File: config.mk
export PLATFORM = sky130hd
export DESIGN_NAME = serial_adder
export DESIGN_NICKNAME = d
export VERILOG_FILES = /design/src/rtl/serial_adder.sv
export SDC_FILE = /design/constraint.sdc
export NUM_CORES = 1
export LEC_CHECK = 0
export BUFFER_PORTS_ARGS = -buffer_cell sky130_fd_sc_hd__buf_2
export CAP_MARGIN = 10
export CORE_MARGIN = 10
export CORE_UTILIZATION = 49
export DETAILED_ROUTE_END_ITERATION = 10
export HOLD_SLACK_MARGIN = 0.02
export PLACE_DENSITY_LB_ADDON = 0.25
export RECOVER_POWER = 100
export SLEW_MARGIN = 5
export SYNTH_ARGS = -nofsm -noshare
export SYNTH_HDL_FRONTEND = slang
export SYNTH_SLANG_ARGS = --single-unit
File: constraint.sdc
create_clock -name clk -period 1.4 [get_ports clk]
set_input_delay 0.28 -clock clk [delete_from_list [all_inputs] [get_ports clk]]
set_output_delay 0.28 -clock clk [all_outputs]
set_load 0.05 [all_outputs]
File: src/rtl/serial_adder.sv
// serial_adder: bit-serial WIDTH-bit adder built around the 1-bit full_adder
// cell. Operands are consumed LSB first, one bit pair per clock. The carry
// stays in a flip-flop between bits, and the sum is assembled in a shift
// register.
// Optional feature macro: SERIAL_ADDER_SUB_EN adds the sub port.
//   With sub=1 the block computes in1 - in2 - cin, using ~in2 and ~cin.

// 1-bit full adder cell.
module full_adder (
  input  logic in1,
  input  logic in2,
  input  logic cin,
  output logic sum,
  output logic cout
);
  assign sum  = in1 ^ in2 ^ cin;
  assign cout = (in1 & in2) | (cin & (in1 ^ in2));
endmodule

module serial_adder #(
  parameter int WIDTH = 8
) (
  input  logic             clk,
  input  logic             rst,
  input  logic             start,
  input  logic [WIDTH-1:0] in1,
  input  logic [WIDTH-1:0] in2,
  input  logic             cin,
`ifdef SERIAL_ADDER_SUB_EN
  input  logic             sub,
`endif
  output logic             busy,
  output logic             done,
  output logic [WIDTH-1:0] sum,
  output logic             cout,
  output logic             overflow
);

  // Counter is wide enough to hold WIDTH itself.
  localparam int CW = $clog2(WIDTH + 1);
  localparam logic [CW-1:0] LAST_BIT = CW'(WIDTH - 1);

  typedef enum logic [1:0] {
    IDLE  = 2'd0,
    SHIFT = 2'd1,
    DONE  = 2'd2
  } state_t;

  state_t           state;
  logic [WIDTH-1:0] a_sr;
  logic [WIDTH-1:0] b_sr;
  logic [WIDTH-1:0] result;
  logic             carry;
  logic [CW-1:0]    count;

  logic fa_sum;
  logic fa_cout;

  // The cell always sees the current LSB pair and the stored carry.
  full_adder u_cell (
    .in1  (a_sr[0]),
    .in2  (b_sr[0]),
    .cin  (carry),
    .sum  (fa_sum),
    .cout (fa_cout)
  );

  // Control FSM plus datapath registers. All outputs are registered.
  always_ff @(posedge clk or posedge rst) begin
    if (rst) begin
      state    <= IDLE;
      a_sr     <= '0;
      b_sr     <= '0;
      result   <= '0;
      carry    <= 1'b0;
      count    <= '0;
      busy     <= 1'b0;
      done     <= 1'b0;
      sum      <= '0;
      cout     <= 1'b0;
      overflow <= 1'b0;
    end else begin
      case (state)
        IDLE: begin
          done <= 1'b0;
          if (start) begin
            state  <= SHIFT;
            busy   <= 1'b1;
            a_sr   <= in1;
`ifdef SERIAL_ADDER_SUB_EN
            b_sr   <= sub ? ~in2 : in2;
            carry  <= sub ? ~cin : cin;
`else
            b_sr   <= in2;
            carry  <= cin;
`endif
            count  <= '0;
            result <= '0;
          end
        end
        SHIFT: begin
          result <= {fa_sum, result[WIDTH-1:1]};
          a_sr   <= a_sr >> 1;
          b_sr   <= b_sr >> 1;
          carry  <= fa_cout;
          count  <= count + CW'(1);
          if (count == LAST_BIT) begin
            // The stored carry is the carry into the MSB at this point.
            // It is used directly as msb_cin for the overflow rule.
            state    <= DONE;
            sum      <= {fa_sum, result[WIDTH-1:1]};
            cout     <= fa_cout;
            overflow <= carry ^ fa_cout;
            done     <= 1'b1;
          end
        end
        DONE: begin
          state <= IDLE;
          busy  <= 1'b0;
          done  <= 1'b0;
        end
        default: begin
          state <= IDLE;
          busy  <= 1'b0;
          done  <= 1'b0;
        end
      endcase
    end
  end

endmodule

==> out/metrics.cfg <==
[critical_path]
cp-start-kind = flip-flop
crit_start = count[1]
rr_endpoint = sum[7]
crit_path_end_kind = flip-flop
rr_worst_depth = 5
r2r_start = count[1]
cp.arrival_ps = 1660
cp.required_ps = 1580
critical_path_class = reg -> reg
regToRegSetupSlack_ps = -70
crit_fanout = 10

[logic_synthesis]
synth_area_leaders = dfrtp_1 (58%), mux2_2 (7.5%), o21ai_0 (4.7%), a22o_1 (4.4%), and3b_1 (4.4%)
syn-num-nets = 179
synth_commonest_cells = dfrtp_1 (42), nand2_1 (17), o21ai_0 (17)
ys_seq_elements = 42
synth.most_common_cell = dfrtp_1
async_flop_share_pct = 100
synth_warnings = 0
yosys.area.top_type = dfrtp_1
syn_inst = 157
avgSynthCellArea_um2 = 11.5
synth_top_area_share_pct = 58.1
synth-edff-count = 0
yosys_most_used_dff = dfrtp_1
synth-seq-area-share_pct = 58.1
mappedNetlistArea_um2 = 1810
ys_types = 24

[job]
max-cap-violations = 0

[run_status]
status = complete, but fails checks
violations = negative setup slack

[sta]
hold_viol_final = 0
final.setup.tns_ps = -653
worstMarginPinSlew_ps = 1010
relSlewSlack_pct = 33.0
period_needed_ps = 1470
fmax_mhz = 678
final.setup.worst_slack_ps = -74.2
setup_viol = 12
layout_worst_path_cycle_share_pct = 105
skew_ps = 3.76
slew_violations = 0
rsz0062_at_grt = yes

[die]
die_width_um = 80.8
row_count = 22
fp.dieH_um = 80.8
pin_count = 32
start_util_pct = 50.2
die_area_um2 = 6530
core_region_area_um2 = 3610

[final_layout]
n_antenna_cell = 0
synthToLayoutAreaGrowth_pct = 22.5
drive_above_1_share_pct = 35.0
final_area_um2 = 2220
nets = 224
stdcell_count = 251

[route]
firstDrtPassIters = 4
drt-total-wl_mm = 3.79
dr.first_iter.drc_count = 51
post_drt_wl_per_cell_um = 15.1
vias_per_cell = 5.29
num_vias = 1327
drc_errors = 0
ant_nets = 0

[grt]
antenna_found_initial = 0
grt_pass1_wl_mm = 6.22
grt_max_degree = 43
track_usage_pct = 12.2
grt_overflow = 0
grt_pass1_vias = 1404

[clock_network]
htreeDepth = 2
clockRootBuffer = clkbuf_8
cts_made_buffers = 5
worstSkewPairLatency_ps = 290
cts_buffer_depth = 2
cts_hold_buf = 0
clkTransAtPathRegs_ps = 70
clock_sinks = 42
cts_tree = done

[placement]
gpl.final_weighted_congestion = 0.783
placed_cell_area_um2 = 2130
hpwlAfterDp_mm = 2.71
dp_cells = 242
io_buffers = 31

[power]
p_per_area_nw_per_um2 = 2120
peakVddDrop_v = 0.00110
leakage_nw = 1.12

[hold_path]
hold_end = b_sr[7]
min_path_cells = 3
worstHoldStart = in2[7]
hold_class = in -> reg

==> power breakdown <==
group / internal, mW / switching [mW]
registers: 1.66 / 0.282
logic: 0.810 / 1.16
clock network: 0.397 / 0.393
==> logic make-up (layout without fill, tap and decap cells) <==
group / after synthesis / in the layout / share of synthesized area (%)
buffers and inverters: 12 / 58 / 3.18
AOI/OAI and AO/OA: 49 / 49 / 16.9
DFF: 42 / 42 / 58.1
and+or+nand+nor: 39 / 39 / 12.2
xor gates and xnor gates: 1 / 1 / 0.484
muxes: 12 / 12 / 7.46
adders and majority gates: 2 / 2 / 1.80
==> metal layers <==
layer / track usage (%) / share of wire, % / up-vias
met1: 13.1 / 43 / 635
met3: 4.64 / 8.0 / 7
met5: 0 / 0 / -
li1: - / - / 641
met2: 20.3 / 47 / 44
met4: 6.92 / 1.8 / 0
==> worst max path at each step <==
stage | to | depth (start not counted)
floorplan | cout | 4
global placement | overflow | 5
detailed placement | overflow | 5
CTS | sum[7] | 5
global route | sum[0] | 5
finish | sum[7] | 5
==> final cells by class <==
class,instances,area [um^2]
well taps,48,60.1
inverters,2,7.51
clock inverters,1,5.00
clock buffers,7,86.3
repair buffers,48,288
flip-flops and latches,42,1050
multi-input cells,103,721
fillers,312,1390
==> layout by cell type (no fill, tap or decap), types with 2 or more instances in the layout <==
cell type | Yosys | layout
mux2_2 | 12 | 10
nor2b_1 | 5 | 5
a21oi_1 | 14 | 14
clkbuf_2 | 0 | 14
inv_1 | 2 | 2
nand2_1 | 17 | 16
o21ai_0 | 17 | 17
a22o_1 | 9 | 9
buf_4 | 0 | 12
buf_2 | 4 | 20
nor2_1 | 4 | 4
mux2_4 | 0 | 2
clkbuf_8 | 0 | 6
dfrtp_1 | 42 | 42
a22oi_1 | 6 | 6
and3b_1 | 9 | 9
==> critical path: stages, from the launching register on <==
cell,delay (ps)
dfrtp_1,370
ha_2,200
nand2_2,70
nor3b_4,230
buf_12,170
mux2_2,330
==> stage by stage <==
stage          worst slack (ps)  total power, mW  utilization (%)  hold slack (ps)
6_report                  -74.2             4.71             61.5              271
5_1_grt                    -127             5.00             61.5              289
4_1_cts                   -80.7             4.76             62.0             42.0
3_5_place_dp              -79.8             3.94             59.1              355
3_3_place_gp              -9.30             3.85             59.1              349
2_1_floorplan             -7.88             3.32                -              450
==> sequential cells by signal, summed over array words and instances, names as in the netlist <==
name      count
b_sr          8
carry         1
state         2
count         4
busy          1
result        7
sum           8
overflow      1
a_sr          8
done          1
cout          1
==> what timing repair did <==
action | in CTS | in global routing
endpoints found under the hold margin | 0 | 0
endpoints found under the setup margin | 10 | 11
pin swaps | 0 | 1
buffers inserted | 1 | 0
resized for setup | 1 | 1
Note: power is estimated with default switching activity, not from simulation.
